==> src/rtl/a51_keystream_cipher.sv <==
// A5/1 keystream byte assembler: packs serial keystream bits into bytes,
// XORs each with the matching message byte and buffers the result in a
// small FIFO for a ready/valid consumer.
module a51_keystream_cipher #(
  parameter int unsigned NUM_BYTES  = 28,
  parameter int unsigned FIFO_DEPTH = 4
) (
  input  logic                   clk,
  input  logic                   reset,
  input  logic                   start,
  input  logic                   ks_valid,
  input  logic                   ks_bit,
  input  logic [8*NUM_BYTES-1:0] msg_data,
  output logic [7:0]             out_data,
  output logic                   out_valid,
  input  logic                   out_ready,
  output logic [4:0]             byte_index,
  output logic                   done,
  output logic                   overflow
);

  localparam int unsigned AW = $clog2(FIFO_DEPTH);
  localparam int unsigned CW = AW + 1;
  localparam int unsigned IW = 5;

  localparam logic [1:0] S_IDLE  = 2'd0;
  localparam logic [1:0] S_RUN   = 2'd1;
  localparam logic [1:0] S_DRAIN = 2'd2;
  localparam logic [1:0] S_DONE  = 2'd3;

  logic [1:0]    state, state_n;
  logic          start_q;
  logic [2:0]    bit_cnt, bit_cnt_n;
  logic [7:0]    acc, acc_n;
  logic [IW-1:0] byte_index_n;
  logic          overflow_n;
  logic [7:0]    mem [FIFO_DEPTH];
  logic [AW-1:0] wr_ptr, wr_ptr_n, rd_ptr, rd_ptr_n;
  logic [CW-1:0] count, count_n;
  logic [7:0]    out_data_n, head_n;
  logic          out_valid_n, done_n;
  logic [7:0]    msg_byte_c, push_data_c;
  logic          push_c, write_c, pop_c, flush_c, full_c, start_rise_c;

  // Select the message byte addressed by byte_index (zero once past the end).
  always_comb begin
    msg_byte_c = 8'h00;
    for (int k = 0; k < NUM_BYTES; k++) begin
      if (byte_index == IW'(k)) msg_byte_c = msg_data[8*k +: 8];
    end
  end

  // Next-state, datapath and FIFO bookkeeping.
  always_comb begin
    state_n      = state;
    bit_cnt_n    = bit_cnt;
    acc_n        = acc;
    byte_index_n = byte_index;
    overflow_n   = overflow;
    wr_ptr_n     = wr_ptr;
    rd_ptr_n     = rd_ptr;
    count_n      = count;
    push_c       = 1'b0;
    flush_c      = 1'b0;
    push_data_c  = {acc[6:0], ks_bit} ^ msg_byte_c;
    start_rise_c = start & ~start_q;
    full_c       = (count == CW'(FIFO_DEPTH));

    case (state)
      S_IDLE: begin
        if (start_rise_c) begin
          state_n      = S_RUN;
          bit_cnt_n    = 3'd0;
          acc_n        = 8'h00;
          byte_index_n = '0;
          overflow_n   = 1'b0;
          flush_c      = 1'b1;
        end
      end
      S_RUN: begin
        if (!start) begin
          state_n = S_IDLE;
          flush_c = 1'b1;
        end else if (ks_valid) begin
          bit_cnt_n = bit_cnt + 3'd1;
          acc_n     = {acc[6:0], ks_bit};
          if (bit_cnt == 3'd7) begin
            push_c = 1'b1;
            if (byte_index < IW'(NUM_BYTES)) byte_index_n = byte_index + IW'(1);
            if (byte_index >= IW'(NUM_BYTES - 1)) state_n = S_DRAIN;
          end
        end
      end
      S_DRAIN: begin
        if (!start) begin
          state_n = S_IDLE;
          flush_c = 1'b1;
        end else if (count == '0) begin
          state_n = S_DONE;
        end
      end
      S_DONE: begin
        if (!start) state_n = S_IDLE;
      end
      default: state_n = S_IDLE;
    endcase

    // A full FIFO still accepts a push when the head leaves in the same cycle.
    pop_c   = out_valid & out_ready & ~flush_c;
    write_c = push_c & (~full_c | pop_c);
    if (push_c && full_c && !pop_c) overflow_n = 1'b1;

    if (flush_c) begin
      wr_ptr_n = '0;
      rd_ptr_n = '0;
      count_n  = '0;
    end else begin
      if (write_c) wr_ptr_n = wr_ptr + AW'(1);
      if (pop_c)   rd_ptr_n = rd_ptr + AW'(1);
      case ({write_c, pop_c})
        2'b10:   count_n = count + CW'(1);
        2'b01:   count_n = count - CW'(1);
        default: count_n = count;
      endcase
    end

    // Head after this edge: the new entry bypasses memory when it lands at the head.
    if (write_c && (wr_ptr == rd_ptr_n)) head_n = push_data_c;
    else                                 head_n = mem[rd_ptr_n];

    out_valid_n = (count_n != '0);
    out_data_n  = out_valid_n ? head_n : 8'h00;
    done_n      = (state_n == S_DONE);
  end

  // State, datapath and registered outputs.
  always_ff @(posedge clk or negedge reset) begin
    if (!reset) begin
      state      <= S_IDLE;
      start_q    <= 1'b0;
      bit_cnt    <= 3'd0;
      acc        <= 8'h00;
      byte_index <= '0;
      overflow   <= 1'b0;
      wr_ptr     <= '0;
      rd_ptr     <= '0;
      count      <= '0;
      out_data   <= 8'h00;
      out_valid  <= 1'b0;
      done       <= 1'b0;
    end else begin
      state      <= state_n;
      start_q    <= start;
      bit_cnt    <= bit_cnt_n;
      acc        <= acc_n;
      byte_index <= byte_index_n;
      overflow   <= overflow_n;
      wr_ptr     <= wr_ptr_n;
      rd_ptr     <= rd_ptr_n;
      count      <= count_n;
      out_data   <= out_data_n;
      out_valid  <= out_valid_n;
      done       <= done_n;
    end
  end

  // FIFO storage.
  always_ff @(posedge clk or negedge reset) begin
    if (!reset) begin
      for (int i = 0; i < FIFO_DEPTH; i++) mem[i] <= 8'h00;
    end else if (write_c && !flush_c) begin
      mem[wr_ptr] <= push_data_c;
    end
  end

endmodule

==> config.mk <==
export PLATFORM = sky130hd
export DESIGN_NAME = a51_keystream_cipher
export DESIGN_NICKNAME = d
export VERILOG_FILES = /design/src/rtl/a51_keystream_cipher.sv
export SDC_FILE = /design/constraint.sdc
export NUM_CORES = 1
export LEC_CHECK = 0
export CAP_MARGIN = 20
export CORE_UTILIZATION = 42
export DETAILED_ROUTE_END_ITERATION = 6
export PLACE_DENSITY = 0.76
export SYNTH_ARGS = -nofsm -noshare
export SYNTH_HDL_FRONTEND = slang
export SYNTH_SLANG_ARGS = --single-unit
==> constraint.sdc <==
create_clock -name clk -period 3.35 [get_ports clk]
set_input_delay 0.335 -clock clk [delete_from_list [all_inputs] [get_ports clk]]
set_output_delay 0.335 -clock clk [all_outputs]
set_load 0.005 [all_outputs]
# After elaboration in Yosys (flattened, before gate mapping)
# Index checks and enable logic that the tools add are counted.
[totals]
reg_bits = 68
in_bits = 230
word_cells = 173
output_inout_bits = 16
[op_classes]
n_eq_ne = 41
bitwise_logic = 11
n_lt_le_gt_ge = 5
mux = 75
addsub = 6
n_reduce_logical = 19
[op_table]
columns = ["operator", "n"]
rows = [
  ["$mux W8", 33],
  ["$eq A5 B5 Y1 const B", 12],
  ["$eq A5 B4 Y1 const B", 8],
  ["$bwmux W32", 1],
  ["$mux W5", 5],
  ["$mux W2", 12],
  ["$mux W7", 3],
  ["$eq A5 B3 Y1 const B", 4],
  ["$bmux W8 S2", 1],
  ["$demux W8 S2", 1],
  ["$pmux W7 S2", 1],
  ["$mux W3", 4],
  ["$pmux W3 S2", 2],
  ["$eq A5 B2 Y1 const B", 2],
  ["$ne A2 B2 Y1 const B", 5],
  ["$pmux W5 S2", 1],
  ["$mux W1", 9],
  ["$eq A2 B2 Y1 const B", 4],
  ["$pmux W2 S4", 1],
  ["$reduce_bool A2 Y1", 4],
  ["$xor A8 B8 Y8", 1],
  ["$add A3 B1 Y3 const B", 2],
  ["$eq A3 B3 Y1 const B", 2],
  ["$ge A3 B3 Y1 const B", 2],
  ["24 further kinds", 37],
]

# Longest topological paths before layout
# Gate-level depths: netlist of the first run.
[logic_depth]
word_depth = 32
depth_mapped = 15
mapped_depth_nobuf = 14

# Worst setup path after synthesis of the first run
# No wires, ideal clock.
[synth_path]
path_type = "register to register"
start = "register byte_index[0]"
end = "register mem[11] in the netlist's numbering"
setup_slack_ps = -113
arrival_time_ps = 3388
t_required_ps = 3275
setup_ps = 75
synth_period_minus_slack_ps = 3463
stages_incl_launch_ff = 15
n_path_buf = 5
cell_sequence = "dfrtp_1 > ha_1 > buf_2 > buf_2 > buf_2 > clkbuf_1 > and3_1 > ha_1 > clkbuf_1 > nor3_1 > a221o_1 > a31o_1 > a32o_1 > or3_4 > o21ai_2"
[synth_via]
elab_chain_cells = 31
word_cells_on_any_way = 58
cone_classes = "eq/ne (27); mux (29); bitwise (1); reduce/logical (1)"
[synth_rtl]
columns = ["item", "line", "text"]
rows = [
  ["start, declared", "17", "output logic [4:0] byte_index,"],
  ["start signal, assigned", "156", "byte_index <= byte_index_n;"],
  ["$logic_not A5 Y1", "49", "if (byte_index == IW'(k)) msg_byte_c = msg_data[8*k +: 8];"],
  ["$mux W8 (27 in a row)", "49", ""],
  ["$mux W8 (*)", "49", ""],
  ["$xor A8 B8 Y8 (*)", "65", "push_data_c = {acc[6:0], ks_bit} ^ msg_byte_c;"],
  ["$bwmux W32 (*)", "172", "mem[wr_ptr] <= push_data_c;"],
  ["end signal, assigned by index", "172", ""],
  ["end, declared", "37", "logic [7:0] mem [FIFO_DEPTH];"],
]
# Every way passes the cells marked *; elsewhere a longest branch is shown, timed or not.
# A chain may end at the register's enable or synchronous reset.

# Worst setup path in the final report of the first run
[layout_path]
start = "register byte_index[0]"
end = "register mem[24] in the netlist's numbering"
# The elaborated chain is that of the path after synthesis.

==> results_dict.tcl, run 1 <==
set metrics [dict create \
    status "finished clean" \
    wl_met1_um 12300 \
    first_global_vias 8236 \
    syn_avg_cell_area_um2 7.84 \
    slew_headroom 0.384 \
    path_cells "inv_1 -> ha_1 -> buf_12 -> buf_4 -> a21oi_1 -> a221o_1 -> a221o_1 -> a211oi_1 -> o211ai_1 -> a21oi_1 -> xnor2_1 -> o21ai_1" \
    synth_cell_type_count 95 \
    cp_top_family "compound AO/OA/AOI/OAI gates" \
    drv_slew 0 \
    antenna_found_initial 1 \
    wl_met2_um 14500 \
    core-area_um2 15900 \
    synth.top_cell.area_share 0.247 \
    cp_max_fo 22 \
    layout_min_cycle_time_ns 3.27 \
    muxShareOfSynthArea 0.0273 \
    drtIter0Drc 749 \
    clock_path_buffers 2 \
    worstSkewPairLatency_ns 0.33 \
    swShare 0.321 \
    overflow 0 \
    critical_path_class "reg2reg" \
    cts_hold_buf 0 \
    area_delta_synth_final_pct 47.3 \
    comb_power_share 0.369 \
    syn_inst 877 \
    track_usage 0.373 \
    worst_ir_drop_vdd_v 0.000599 \
    grt_pass1_wl_um 46700 \
    p_int_mw 2.04 \
    nFillCells 1447 \
    synth-edff-count 0 \
    fin_crit_sh 0.976 \
    final-setup-viol-count 0 \
    cellPowerDensity_nw_per_um2 297 \
    power.leakage_nw 4.19 \
    vias_per_cell 6.21 \
    dr_total_vias 8381 \
    yosys.area_share.simple 0.307 \
    clockPowerShare 0.300 \
    synth_seq_cells 68 \
    hold_class "in2async" \
    synth_ff_type "dfrtp_1" \
    synth_compound_area_frac 0.295 \
    path_buf_inv 3 \
    synth.top_cells.by_area "dfrtp_1, nand2_1, o21ai_0" \
    synth_xor_area_frac 0.0227 \
    finalHoldViolCount 0 \
    cts_tree "done" \
    drive_above_1_share 0.129 \
    synth-warning-count 0 \
    synth.largest_area_cell "dfrtp_1" \
    cts_max_level 3 \
    die_h_um 130 \
    syn_nets 1123 \
    die_x_um 130 \
    std_cell_rows 46 \
    wirelength_um 31300 \
    synth_top_family_by_area "simple AND/OR/NAND/NOR gates" \
    p_sw_mw 0.964 \
    startpoint_type "flip-flop" \
    cts.sinks 68 \
    dieArea_um2 16900 \
    p_seq_frac 0.331 \
    root_buffer "clkbuf_16" \
    met3_length_um 2840 \
    drc 0 \
    layout_setup_ws_ns 0.0816 \
    synthAdderAreaFrac 0.0302 \
    ys_top_cells_by_count "nand2_1, nor2_1, o21ai_0, dfrtp_1, a21oi_1" \
    pre_cts_ws_ns -0.0910 \
    maxCapViolCount 0 \
    fmax_mhz 306 \
    grt_max_degree 42 \
    highest_layer "met4" \
    clk_pin_slew_ns 0.06 \
    finalWeightedCongestion 1.01 \
    critical_path_arrival_ns 3.46 \
    dp_hpwl_um 25200 \
    cts-buffers-inserted 9 \
    crit_path_end_kind "flip-flop" \
    power.total_mw 3.01 \
    synthArstFlopShare 1.00 \
    seq_area_frac_synth 0.247 \
    finalSetupTns_ns 0 \
    skew_ns 0.00844 \
    required_ns 3.54 \
    first_pass_iters 5 \
    tightestPinTransition_ns 0.925 \
    yosysMostFrequentCell "nand2_1" \
    port_buffers 245 \
    cpPeakStageDelay_ns 0.45 \
    antenna_left 0 \
    io_pins 246 \
    post_drt_wl_per_cell_um 23.2 \
    synth_area_um2 6880 \
    nets 1377 \
    initial_core_util 0.431 \
    slowest_stage "dfrtp_1" \
]
==> layout make-up <==
class / instances / area, um2 / share of cell area
multi-input combinational: 717 / 4750 / 0.469
timing repair buffer: 318 / 3060 / 0.302
sequential: 68 / 1710 / 0.168
tap: 216 / 270 / 0.0267
clock buffer: 10 / 239 / 0.0236
inverter: 17 / 67.6 / 0.00667
clock inverter: 3 / 40.0 / 0.00395
antenna: 1 / 2.50 / 0.000247
==> kinds of logic after synthesis <==
| group | after synthesis |
|---|---|
| XOR/XNOR | 17 |
| AO/OA/AOI/OAI | 305 |
| buffers and inverters | 92 |
| adder cells (fa/ha/maj) | 16 |
| AND/OR/NAND/NOR | 368 |
| flip-flops | 68 |
| multiplexers | 11 |
==> worst reg2reg max path, delay by kind of cell, from the launching register on <==
kind,cells,cell delay [ns]
AOI/OAI and AO/OA,7,1.68
adders and majority gates,1,0.21
buffers and inverters,3,0.56
xor gates and xnor gates,1,0.24
DFF,1,0.45
==> timing repair <==
item,CTS,global route
setup buffers,0,0
setup endpoints to repair,0,30
resized for setup,0,13
==> cells in the final DEF (no fill, tap or decap), drive strengths merged, types with 6 or more instances in the layout <==
cell,instances
nor4,7
a221oi,8
xor2,9
o221ai,6
xnor2,8
and3,6
a221o,8
clkbuf,10
dfrtp,68
buf,74
nand4,10
and4b,10
nand2,111
clkdlybuf4s50,244
inv,16
o22ai,13
a21o,6
a21boi,6
nor2b,17
a22oi,8
nand2b,12
nand4b,13
a21oi,62
nor3b,6
a211oi,15
nand4bb,9
nor3,30
a31oi,11
nand3,22
nor2,73
and4bb,7
o21ai,96
mux4,6
o211ai,14
ha,15
nand3b,7
==> power groups by stage <==
stage	Sequential (mW)	Clock [mW]	Combinational, mW
floorplan	0.971	0	0.509
global placement	0.999	0	1.05
detailed placement	1.00	0	1.07
CTS	0.994	0.906	1.08
global route	1.00	0.943	1.18
finish	0.996	0.901	1.11
==> per-stage QoR <==
step	hold WS, ns	cell area, um2	utilization	instances
after floorplan	0.0394	6880	-	877
after global placement	0.457	9790	0.614	1336
after detailed placement	0.466	9790	0.614	1336
after CTS	0.168	10100	0.632	1349
after global routing	0.211	10100	0.635	1349
final	0.146	10100	0.636	1350
==> flip-flops by register name, summed over array words and instances (netlist names), 2 cells and up <==
register	count
count	3
bit_cnt	3
wr_ptr	2
state	2
byte_index	5
acc	7
mem	32
out_data	8
rd_ptr	2
==> routing by layer <==
metal | vias to the layer above | global-route usage
met2 | 506 | 0.618
met5 | - | 0
met3 | 105 | 0.0754
met4 | 0 | 0.182
met1 | 3960 | 0.464
li1 | 3810 | -
==> final timing paths <==
path	slack (ns)	end	depth (start not counted)	start
max	0.08	mem[24]$_DFFE_PN0P_	12	byte_index[0]$_DFFE_PN0P_
min	0.15	mem[18]$_DFFE_PN0P_	1	reset
max reg2reg	0.08	mem[24]$_DFFE_PN0P_	12	byte_index[0]$_DFFE_PN0P_
min reg2reg	0.48	mem[28]$_DFFE_PN0P_	2	mem[28]$_DFFE_PN0P_
max in group asynchronous	2.45	byte_index[2]$_DFFE_PN0P_	2	reset
min in group clk	0.48	mem[28]$_DFFE_PN0P_	2	mem[28]$_DFFE_PN0P_
Power figures use the tool's default switching activity.
==> run 2: changes to the inputs <==
- RECOVER_POWER: default -> 25
==> run 2 against run 1 <==
Net effect: the run now ends with capacitance limit, slew limit left; core utilization is essentially flat; fmax about the same; flip-flop and latch count did not move; critical path type unchanged; highest routed layer unchanged.
==> results_dict.tcl, run 2 (synthesis results as in run 1) <==
set metrics [dict create \
    layout_min_cycle_time_ns 3.27 \
    busiest_layer "met2" \
    antenna_left 0 \
    reg2regPathDepth 12 \
    final_area_um2 10100 \
    cellPowerDensity_nw_per_um2 297 \
    power.leakage_nw 4.19 \
    die_h_um 130 \
    met2_usage 0.618 \
    power.total_mw 3.01 \
    cts_tree "done" \
    root_buffer "clkbuf_16" \
    drc 0 \
    worstHoldStart "mem[28]$_DFFE_PN0P_" \
    path_buf_inv 3 \
    first_global_vias 8236 \
    critical_path_class "reg2reg" \
    cts_max_level 3 \
    cts-buffers-inserted 9 \
    reg2reg_slack_ns 0.08 \
    vias_per_cell 6.21 \
    cts_setup_buffers 0 \
    r2r_start "byte_index[0]$_DFFE_PN0P_" \
    violations "capacitance limit, slew limit" \
    status "finished with violations" \
    finalNonFillerCells 1350 \
    required_ns 3.54 \
    grt_pass1_wl_um 46700 \
    globalRouteMet3Util 0.0754 \
    worstHoldPathCells 2 \
    maxCapViolCount 1 \
    final_cell_mix "clkdlybuf4s50_1, nand2_1, nor2_1" \
    startpoint_type "flip-flop" \
    crit_path_end_kind "flip-flop" \
    final_util 0.635 \
    met1_usage 0.464 \
    top_register "mem" \
    r2r-end "mem[24]$_DFFE_PN0P_" \
    port_buffers 245 \
    dr_total_vias 8380 \
    io_pins 246 \
    wirelength_um 31300 \
    slew_headroom -0.473 \
    overflow 0 \
    first_pass_iters 5 \
    area_delta_synth_final_pct 47.3 \
    drtIter0Drc 749 \
    path_cells "inv_1 -> ha_1 -> buf_12 -> buf_4 -> a21oi_1 -> a221o_1 -> a221o_1 -> a211oi_1 -> o211ai_1 -> a21oi_1 -> xnor2_1 -> o21ai_1" \
    drive_above_1_share 0.128 \
    finalSetupTns_ns 0 \
    std_cell_rows 46 \
    final_common_cell "clkdlybuf4s50_1" \
    tightestPinTransition_ns 2.21 \
    final-setup-viol-count 0 \
    skew_ns 0.00890 \
    top_regs "mem: 32 flops, out_data: 8 flops, acc: 7 flops" \
    largest_reg_flops 32 \
    cp_num_cells 12 \
    die_x_um 130 \
    finalHoldViolCount 0 \
    min_to "mem[28]$_DFFE_PN0P_" \
    slowest_stage "dfrtp_1" \
    dieArea_um2 16900 \
    clk_pin_slew_ns 0.06 \
    layout_setup_ws_ns 0.0821 \
    worstSkewPairLatency_ns 0.33 \
    initial_core_util 0.431 \
    core-area_um2 15900 \
    post_drt_wl_per_cell_um 23.2 \
    cp_max_fo 22 \
    fin_hold_ws_ns 0.480 \
    fin_crit_sh 0.975 \
    placed_area_um2 9790 \
    clock_path_buffers 2 \
    pre_cts_ws_ns -0.0910 \
    dp_hpwl_um 25200 \
    nFillCells 1446 \
    critical_path_arrival_ns 3.46 \
    cts.sinks 68 \
    drv_slew 42 \
    cpPeakStageDelay_ns 0.45 \
    finalWeightedCongestion 1.01 \
    grt_max_degree 42 \
    antenna_found_initial 1 \
    track_usage 0.373 \
    fmax_mhz 306 \
    placed_cells 1336 \
    cp_top_family "compound AO/OA/AOI/OAI gates" \
    nets 1377 \
    worst_ir_drop_vdd_v 0.000599 \
    hold_class "reg2reg" \
]
run 2: cell count changes in the layout (fill, tap and decap cells not counted), sizes merged:
cell           delta
clkdlybuf4s50     -1
clkbuf            +1
buf               -1
dlygate4sd3       +1
run 2: metal layers:
layer	share of wire	up-vias	wire length (um)
met4	0.053	0	1660
met3	0.091	105	2840
met1	0.39	3959	12400
met5	0	-	0
met2	0.46	506	14500
li1	-	3810	-
run 2: final cells by class:
cell class / instances / area, um2 / share of cell area
diodes: 1 / 2.50 / 0.000247
clock buffers: 10 / 239 / 0.0236
clock inverters: 3 / 40.0 / 0.00395
inverters: 17 / 67.6 / 0.00667
multi-input cells: 717 / 4750 / 0.469
flip-flops and latches: 68 / 1710 / 0.168
well taps: 216 / 270 / 0.0267
repair buffers: 318 / 3060 / 0.302
run 2: tightest hold or removal path: stages, from the launching register on:
cell,delay [ns]
dfrtp_1,0.34
nand2_1,0.05
o21ai_0,0.06
run 2: power breakdown:
group | switching (mW) | internal, mW | total [mW]
clock | 0.321 | 0.580 | 0.901
sequential | 0.0986 | 0.898 | 0.996
combinational | 0.545 | 0.564 | 1.11
total | 0.964 | 2.04 | 3.01
run 2: what timing repair did:
action / CTS / global route
hold buffers: 0 / 0
setup endpoints to repair: 0 / 30
endpoints found under the hold margin: 0 / 0
gates resized for setup: 0 / 13
run 2: how the worst max path moves through the flow:
stage / start / to
2_1_floorplan: byte_index[0]$_DFFE_PN0P_ / mem[11]$_DFFE_PN0P_
3_3_place_gp: byte_index[0]$_DFFE_PN0P_ / mem[5]$_DFFE_PN0P_
3_5_place_dp: ks_valid / out_data[5]$_DFF_PN0_
4_1_cts: state[1]$_DFF_PN0_ / out_data[4]$_DFF_PN0_
5_1_grt: byte_index[0]$_DFFE_PN0P_ / mem[13]$_DFFE_PN0P_
6_report: byte_index[0]$_DFFE_PN0P_ / mem[24]$_DFFE_PN0P_
==> run 3: changes to the inputs <==
- MAX_ROUTING_LAYER: default -> met4
- SETUP_SLACK_MARGIN: default -> 0.3
==> run 3 against run 2 <==
Net effect: the flow still finishes with violations (capacitance limit, slew limit); flip-flop and latch count did not move; final cell count up 0.67%; sequential share of layout area fell by 0.45 points; register-to-register slack gained 0.26 ns; sequential power is 0.5% lower; non-clock buffer count is 4 higher; global-route usage shrank 0.064 points; largest cell class unchanged; highest routed layer unchanged.
==> results_dict.tcl, run 3 (synthesis results as in run 1) <==
set metrics [dict create \
    worst_ir_drop_vdd_v 0.000342 \
    hold_class "reg2reg" \
    maxCapViolCount 1 \
    slowest_stage "dfrtp_2" \
    cts_max_level 3 \
    wirelength_um 30900 \
    antenna_left 0 \
    met1_usage 0.454 \
    finalNonFillerCells 1359 \
    die_x_um 130 \
    final-setup-viol-count 0 \
    largest_reg_flops 32 \
    layout_min_cycle_time_ns 3.00 \
    globalRouteMet3Util 0.0701 \
    port_buffers 245 \
    cpPeakStageDelay_ns 0.47 \
    drive_above_1_share 0.172 \
    power.leakage_nw 4.27 \
    cts-buffers-inserted 9 \
    cp_max_fo 7 \
    dp_hpwl_um 24100 \
    fin_hold_ws_ns 0.476 \
    placed_cells 1325 \
    reg2regPathDepth 11 \
    dr_total_vias 8564 \
    vias_per_cell 6.30 \
    path_cells "inv_4 -> ha_4 -> nor4bb_2 -> buf_4 -> nor2_1 -> a221o_1 -> o311ai_4 -> nand3_1 -> a21oi_2 -> xor2_2 -> o21ai_1" \
    root_buffer "clkbuf_16" \
    cp_top_family "compound AO/OA/AOI/OAI gates" \
    worstSkewPairLatency_ns 0.34 \
    io_pins 246 \
    final_common_cell "clkdlybuf4s50_1" \
    crit_path_end_kind "flip-flop" \
    core-area_um2 15900 \
    crit_path_start "byte_index[0]$_DFFE_PN0P_" \
    cts.sinks 68 \
    final_util 0.655 \
    std_cell_rows 46 \
    track_usage 0.373 \
    tightestPinTransition_ns 1.66 \
    drv_slew 69 \
    met2_usage 0.585 \
    finalSetupTns_ns 0 \
    grt_max_degree 69 \
    path_buf_inv 2 \
    dieArea_um2 16900 \
    top_register "mem" \
    first_global_vias 8176 \
    die_h_um 130 \
    finalHoldViolCount 0 \
    r2r-end "mem[18]$_DFFE_PN0P_" \
    initial_core_util 0.431 \
    area_delta_synth_final_pct 51.8 \
    final_cell_mix "clkdlybuf4s50_1, nand2_1, nor2_1" \
    cts_tree "done" \
    worstHoldPathCells 2 \
    required_ns 3.55 \
    overflow 0 \
    clk_pin_slew_ns 0.06 \
    nets 1381 \
    nFillCells 1372 \
    final_area_um2 10400 \
    grt_pass1_wl_um 45500 \
    drc 0 \
    drtIter0Drc 933 \
    startpoint_type "flip-flop" \
    r2r_start "byte_index[0]$_DFFE_PN0P_" \
    fmax_mhz 333 \
    status "finished with violations" \
    violations "capacitance limit, slew limit" \
    cp_num_cells 11 \
    pre_cts_ws_ns -0.219 \
    finalWeightedCongestion 1.05 \
    critical_path_arrival_ns 3.21 \
    rsz0062_at_grt "yes" \
    cellPowerDensity_nw_per_um2 301 \
    cts_hold_buf 0 \
    first_pass_iters 6 \
    power.total_mw 3.14 \
    fin_crit_sh 0.897 \
    slew_headroom -0.104 \
    top_regs "mem: 32 flops, out_data: 8 flops, acc: 7 flops" \
    skew_ns 0.00665 \
    busiest_layer "met2" \
    reg2reg_slack_ns 0.35 \
    crit_path_end "mem[18]$_DFFE_PN0P_" \
    clock_path_buffers 2 \
    layout_setup_ws_ns 0.345 \
    post_drt_wl_per_cell_um 22.7 \
    critical_path_class "reg2reg" \
    placed_area_um2 9680 \
    antenna_found_initial 3 \
]
==> run 3: cell count changes in the layout (fill, tap and decap cells not counted), moves of 3 or more <==
cell / delta
a21oi_1: -3
buf_6: +4
o21ai_0: -7
o21ai_1: +6
inv_1: -5
buf_12: -3
ha_1: -6
inv_2: +4
ha_4: +4
a21oi_2: +3
==> run 3: cell type report <==
| cell class | instances | area [um2] | share of cell area |
|---|---|---|---|
| Multi-Input combinational cell | 717 | 4980 | 0.477 |
| Timing Repair Buffer | 322 | 3090 | 0.296 |
| Sequential cell | 68 | 1710 | 0.164 |
| Tap cell | 216 | 270 | 0.0259 |
| Clock buffer | 10 | 229 | 0.0219 |
| Clock inverter | 6 | 88.8 | 0.00851 |
| Inverter | 17 | 67.6 | 0.00647 |
| Antenna cell | 3 | 7.51 | 0.000719 |
==> run 3: metal layers <==
metal	up-vias	wire, um
met4	0	1790
met2	553	14300
met5	-	0
met1	4035	12100
met3	142	2750
li1	3834	-
==> run 3: what timing repair did <==
item | CTS | global route
cloned | 0 | 1
setup endpoints to repair | 36 | 40
pin swaps | 2 | 18
gates resized for setup | 20 | 56
buffers inserted | 1 | 13
==> run 3: power breakdown <==
group,leakage (nW),internal [mW],total (mW),switching [mW]
sequential,0.925,0.897,0.991,0.0944
combinational,3.20,0.585,1.14,0.559
clock,0.149,0.651,1.00,0.354
total,4.27,2.13,3.14,1.01
==> run 3: worst min-delay path by stage <==
stage / endpoint / startpoint / slack [ns]
final: mem[20]$_DFFE_PN0P_ / mem[20]$_DFFE_PN0P_ / 0.48
after global routing: mem[19]$_DFFE_PN0P_ / mem[19]$_DFFE_PN0P_ / 0.49
after CTS: mem[17]$_DFFE_PN0P_ / reset / 0.22
after detailed placement: mem[19]$_DFFE_PN0P_ / mem[19]$_DFFE_PN0P_ / 0.46
after global placement: mem[13]$_DFFE_PN0P_ / mem[13]$_DFFE_PN0P_ / 0.46
after floorplan: acc[0]$_DFFE_PN0P_ / reset / 0.04
==> run 3: worst min-delay path, cell delays in order, from the launching register on <==
cell     delay, ns
dfrtp_1       0.34
nand2_1       0.04
o21ai_0       0.06
==> RTL edit 1 (settings of run 1) <==
Register the output `overflow` once more, cleared by the reset; this adds one clock of latency there. The other outputs are not delayed to match.
--- a/src/rtl/a51_keystream_cipher.sv
+++ b/src/rtl/a51_keystream_cipher.sv
@@ -28,6 +28,8 @@
   localparam logic [1:0] S_DRAIN = 2'd2;
   localparam logic [1:0] S_DONE  = 2'd3;
 
+  logic overflow_s0;
+
   logic [1:0]    state, state_n;
   logic          start_q;
   logic [2:0]    bit_cnt, bit_cnt_n;
@@ -56,7 +58,7 @@
     bit_cnt_n    = bit_cnt;
     acc_n        = acc;
     byte_index_n = byte_index;
-    overflow_n   = overflow;
+    overflow_n   = overflow_s0;
     wr_ptr_n     = wr_ptr;
     rd_ptr_n     = rd_ptr;
     count_n      = count;
@@ -141,7 +143,7 @@
       bit_cnt    <= 3'd0;
       acc        <= 8'h00;
       byte_index <= '0;
-      overflow   <= 1'b0;
+      overflow_s0 <= 1'b0;
       wr_ptr     <= '0;
       rd_ptr     <= '0;
       count      <= '0;
@@ -154,7 +156,7 @@
       bit_cnt    <= bit_cnt_n;
       acc        <= acc_n;
       byte_index <= byte_index_n;
-      overflow   <= overflow_n;
+      overflow_s0 <= overflow_n;
       wr_ptr     <= wr_ptr_n;
       rd_ptr     <= rd_ptr_n;
       count      <= count_n;
@@ -173,5 +175,13 @@
     end
   end
 
+  always_ff @(posedge clk or negedge reset) begin
+    if (!reset) begin
+      overflow <= '0;
+    end else begin
+      overflow <= overflow_s0;
+    end
+  end
+
 endmodule
 
Function: no difference found for any inputs over 10 cycles, from zero or initial values and one cycle with reset low; that may be too few to reach the edited logic, so the function may still have changed.
==> RTL edit 1 against run 1 <==
- worst setup slack improved by 52 ps
- synthesized cell count increased by 0.34%
- final cell count decreased by 0.67%
- sequential share of layout area increased by 0.21 points
- non-clock buffer count decreased by 21
- routed wire length decreased by 6.5%
- sequential cell count increased by 1
- cell area increased by 0.30%
- global-route usage decreased by 3.4 points
- power increased by 7.6%
- synthesized area increased by 1.4%
==> RTL edit 1: results (changes against run 1) <==
metric,value,unit,change
maxSlewHeadroom,36.6,%,-1.8 points
pre_antenna_drt_iters,6,,+1
pin_count_of_the_biggest_net_entering_global_routing,45,,+7.1%
synth_top_cells_by_count,"103 x sky130_fd_sc_hd__nand2_1, 69 x sky130_fd_sc_hd__dfrtp_1, 65 x sky130_fd_sc_hd__a21oi_1, 65 x sky130_fd_sc_hd__o21ai_0, 59 x sky130_fd_sc_hd__nor2_1",,
hold_class,in -> async,,
critical_path.top_delay_family,simple AND/OR/NAND/NOR gates,,
seq_area_frac_synth,24.7,%,about the same
slowest_stage,sky130_fd_sc_hd__or3b_2,,
design_area,0.0102,mm²,+0.30%
number_of_global_route_vias_before_repair,7758,,-5.8%
place.detailed.hpwl,23.1,mm,-8.2%
global_route.usage.total,34.0,%,-3.4 points
worst_ir_drop_vdd,0.333,mV,-44%
layout.filler_cells,1390,,-3.9%
grt_antenna_before_repair,5,,+4
critical_path.max_stage_delay,470,ps,+20 ps
worst_setup_skew_after_layout,6.58,ps,-1.86 ps
synth_cell_type_count,96,,+1.1%
layout-drive-gt1-share,13.9,%,+1.0 points
clock_latency,340,ps,
detail_route.iter0.violations,854,,+14%
outcome,finished clean,,
layout_top_registers,"mem: 32 flops, out_data: 8 flops, acc: 7 flops",,
detail_route.wirelength,29.3,mm,-6.5%
route.vias.total,8177,,-2.4%
gp_routability_congestion,0.976,,-3.7%
data_arrival_time_of_the_critical_path,3440,ps,-20 ps
mappedNetlistNets,1126,,+0.27%
critPathMaxFanout,7,,-68%
detailed_place.area,0.00978,mm²,-0.14%
grt_pass1_wl,43.5,mm,-6.8%
clock_tree.htree_level_count,3,,unchanged
static-leakage-power,4.14,nW,-1.0%
ranking_of_synthesized_cells_by_area,"sky130_fd_sc_hd__dfrtp_1 25%, sky130_fd_sc_hd__nand2_1 5.5%, sky130_fd_sc_hd__mux2_2 5.0%",,
final_net_count,1361,,-1.2%
==> RTL edit 1: cell types whose count changed after synthesis, moves of 7 or more <==
cell and delta:
sky130_fd_sc_hd__nor2b_1 +8, sky130_fd_sc_hd__o21ai_1 -18, sky130_fd_sc_hd__nand2_1 -8, sky130_fd_sc_hd__mux2i_1 +12
sky130_fd_sc_hd__nor3_1 -14, sky130_fd_sc_hd__inv_1 +12, sky130_fd_sc_hd__nand3_1 +9, sky130_fd_sc_hd__nor2_1 -14
sky130_fd_sc_hd__buf_2 +7, sky130_fd_sc_hd__mux2_2 +29
==> RTL edit 1: report_power, final <==
part	internal, W	switching (W)	total, W
clock	0.000670	0.000357	0.00103
sequential	0.000943	0.0000876	0.00103
combinational	0.000608	0.000568	0.00118
==> RTL edit 1: cell families after synthesis <==
group	count (synthesis)	share of synthesized area [%]
fa+ha+maj	16	2.98
mux	47	7.37
flops	69	24.7
buf+inv	101	6.96
compound gates	289	28.4
xor+xnor	11	1.60
simple gates	347	27.9
==> RTL edit 1: layer usage <==
layer  part of all wire (%)  track usage (%)
met1                     42             44.4
met2                     45             55.0
met3                    9.0             6.56
met4                    3.8             13.7
met5                      0                0
==> RTL edit 1: timing repair <==
item,4_1_cts,5_1_grt
resized for setup,0,15
buffers inserted,0,0
setup endpoints to repair,0,30
==> RTL edit 1: worst paths after layout <==
kind / start / endpoint / slack, ps / depth (start not counted)
min reg2reg: overflow_s0$_DFFE_PN0P_ / overflow$_DFF_PN0_ / 400 / 0
max reg2reg: state[1]$_DFF_PN0_ / out_data[4]$_DFF_PN0_ / 130 / 10
min in group clk: overflow_s0$_DFFE_PN0P_ / overflow$_DFF_PN0_ / 400 / 0
min: reset / mem[5]$_DFFE_PN0P_ / 140 / 1
max in group asynchronous: reset / start_q$_DFF_PN0_ / 2500 / 2
max: state[1]$_DFF_PN0_ / out_data[4]$_DFF_PN0_ / 130 / 10
==> RTL edit 1: metrics by stage <==
| stage | utilization (%) | hold WS [ps] | total power (W) | cells | worst slack [ps] |
|---|---|---|---|---|---|
| 2_1_floorplan | - | 39.4 | 0.00159 | 880 | 5.66 |
| 3_3_place_gp | 60.9 | 384 | 0.00217 | 1320 | 124 |
| 3_5_place_dp | 60.9 | 387 | 0.00220 | 1320 | 51.0 |
| 4_1_cts | 62.9 | 168 | 0.00324 | 1336 | 39.2 |
| 5_1_grt | 63.3 | 207 | 0.00339 | 1341 | -1.53 |
| 6_report | 63.3 | 140 | 0.00323 | 1341 | 133 |
==> RTL edit 1: layout make-up <==
class	instances	share of cell area [%]
Multi-Input combinational cell	710	47.4
Timing Repair Buffer	297	28.5
Sequential cell	69	17.0
Tap cell	216	2.66
Clock buffer	10	2.35
Inverter	28	1.03
Clock inverter	6	0.850
Antenna cell	5	0.123
==> RTL edit 2 (flow settings as in run 1) <==
Without the edit above. The parameter `NUM_BYTES` goes from 28 to 14.
--- a/src/rtl/a51_keystream_cipher.sv
+++ b/src/rtl/a51_keystream_cipher.sv
@@ -2,7 +2,7 @@
 // XORs each with the matching message byte and buffers the result in a
 // small FIFO for a ready/valid consumer.
 module a51_keystream_cipher #(
-  parameter int unsigned NUM_BYTES  = 28,
+  parameter int unsigned NUM_BYTES  = 14,
   parameter int unsigned FIFO_DEPTH = 4
 ) (
   input  logic                   clk,
Ports: changed (resized msg_data); port bits go from 246 to 134. The function was not compared with the original's and may differ.
==> RTL edit 2 against run 1 <==
- clock skew rose by 1.0 ps
- global-route usage fell by 12 points
- combinational power decreased by 18%
- clock power grew 4.7%
- routed wire length fell by 51%
- synthesized area shrank 28%
- sequential cell count did not move
- worst setup slack better by 180 ps
- power is 6.0% lower
- via count fell by 40%
- non-clock buffer count down 159
- sequential power is 2.2% lower
- cell area fell by 33%
- fmax grew 5.8%
- critical path type unchanged
- critical endpoint is now mem[3]$_DFFE_PN0P_
- largest cell class unchanged
- highest routed layer unchanged
==> RTL edit 2: results (changes against run 1) <==
metric,value,unit,change
synth_enable_flop_cells,0,,unchanged
vias_per_cell,6.09,,-1.9%
cts.repair_timing.setup_buffer_count,0,,unchanged
static-leakage-power,2.83,nW,-32%
mappedNetlistNets,677,,-40%
synth_top_cells_by_count,"68 x sky130_fd_sc_hd__dfrtp_1, 46 x sky130_fd_sc_hd__nand2_1, 38 x sky130_fd_sc_hd__o21ai_0",,
pre_antenna_drt_iters,4,,-1
detail_route.iter0.violations,367,,-51%
hold_class,in -> async,,
ranking_of_synthesized_cells_by_area,"sky130_fd_sc_hd__dfrtp_1 34%, sky130_fd_sc_hd__mux2_2 6.4%, sky130_fd_sc_hd__o21ai_0 3.8%",,
outcome,finished clean,,
internal_power,0.00189,W,-7.3%
synth_flop_cell,sky130_fd_sc_hd__dfrtp_1,,
data_arrival_time_of_the_critical_path,3300,ps,-160 ps
root_buffer,sky130_fd_sc_hd__clkbuf_16,,
synth_cell_type_count,67,,-29%
clock_tree.htree_level_count,3,,unchanged
clock_latency,330,ps,about the same
number_of_global_route_vias_before_repair,5014,,-39%
post_cts_hold_buffer_count,1,,+1
pin_count_of_the_biggest_net_entering_global_routing,53,,+26%
setup_viol_count_final,0,,unchanged
post_drt_wl_per_cell,18.6,µm,-20%
detailed_place.area,0.00652,mm²,-33%
place.detailed.hpwl,11.7,mm,-54%
grt_use_met2,43.6,%,-18 points
setup_ws_pre_cts,232,ps,+323 ps
worst_ir_drop_vdd,0.410,mV,-32%
grt_antenna_before_repair,0,,-1
critical_path.max_stage_delay,480,ps,+30 ps
worst_setup_skew_after_layout,9.44,ps,+0.998 ps
post_cts.resized_instances,0,,unchanged
gr-usage-met1,30.7,%,-16 points
clkSlewWorstSetupHoldPaths,60,ps,about the same
beginning_of_the_critical_path,byte_index[1]$_DFFE_PN0P_,,
global_route.usage.total,25.1,%,-12 points
layout_top_registers,"mem: 32 flops, out_data: 8 flops, acc: 7 flops",,
synth.yosys.warnings,0,,unchanged
proportion_of_register_bits_with_asynchronous_set_or_reset_after_synthesis,100,%,unchanged
critPathMaxFanout,16,,-27%
seq_area_frac_synth,34.3,%,+9.6 points
num_antenna_cells,0,,-1
final_net_count,813,,-41%
critical_path.startpoint_type,flop,,
port-buffer-count,133,,-46%
layout-drive-gt1-share,12.0,%,-0.90 points
grt_pass1_wl,24.8,mm,-47%
gp_routability_congestion,0.859,,-15%
cts_max_path_buffers,2,,unchanged
cts_inserted_buffers,9,,unchanged
slowest_stage,sky130_fd_sc_hd__ha_1,,
layout.filler_cells,948,,-34%
maxSlewHeadroom,39.0,%,+0.65 points
groute.layer.met3.usage,5.05,%,-2.5 points
-- RTL edit 2: power groups by stage --
stage / registers (W) / logic, W / clock network (W)
floorplan: 0.000956 / 0.000543 / 0
global placement: 0.000977 / 0.000871 / 0
detailed placement: 0.000983 / 0.000901 / 0
CTS: 0.000971 / 0.000908 / 0.000952
global route: 0.000983 / 0.00100 / 0.000990
finish: 0.000974 / 0.000909 / 0.000943
-- RTL edit 2: layout make-up --
cell class | instances | area (µm²) | area share (%)
Multi-Input combinational cell | 425 | 3060 | 44.7
Sequential cell | 68 | 1700 | 24.9
Timing Repair Buffer | 159 | 1540 | 22.5
Clock buffer | 9 | 225 | 3.30
Tap cell | 143 | 179 | 2.62
Clock inverter | 7 | 75.1 | 1.10
Inverter | 16 | 60.1 | 0.879
-- RTL edit 2: worst paths after layout --
path	to	slack (ps)	cells after the start
hold / removal	overflow$_DFFE_PN0P_	460	2
setup / recovery	mem[3]$_DFFE_PN0P_	260	8
hold reg to reg	mem[0]$_DFFE_PN0P_	500	2
setup reg to reg	mem[3]$_DFFE_PN0P_	260	8
max in group asynchronous	acc[6]$_DFFE_PN0P_	1910	3
min in group clk	mem[0]$_DFFE_PN0P_	500	2
-- RTL edit 2: routing by layer --
layer / routed length, µm / part of all wire, % / up-vias
met4: 363 / 2.4 / 0
li1: - / - / 2335
met1: 6450 / 42 / 2447
met2: 7480 / 49 / 227
met3: 1080 / 7.0 / 28
met5: 0 / 0 / -
-- RTL edit 2: cell families after synthesis --
kind of cell | after synthesis | synth area share (%)
buffers and inverters | 50 | 4.01
XOR/XNOR | 6 | 1.06
AO/OA/AOI/OAI | 177 | 24.7
AND/OR/NAND/NOR | 189 | 21.5
adder cells (fa/ha/maj) | 16 | 4.19
flip-flops | 68 | 34.3
multiplexers | 37 | 10.2
-- RTL edit 2: critical path, delay by kind of cell, from the launching register on --
family,cells,cell delay [ps]
AO/OA/AOI/OAI,3,910
buffers and inverters,2,540
adder cells (fa/ha/maj),1,480
flip-flops,1,450
AND/OR/NAND/NOR,1,300
multiplexers,1,290
-- RTL edit 2: stage by stage --
stage	total power (W)	utilization, %	std cells
after floorplan	0.00150	-	543
after global placement	0.00185	56.9	810
after detailed placement	0.00188	56.9	810
after CTS	0.00283	59.6	827
after global routing	0.00298	59.6	827
final	0.00283	59.6	827
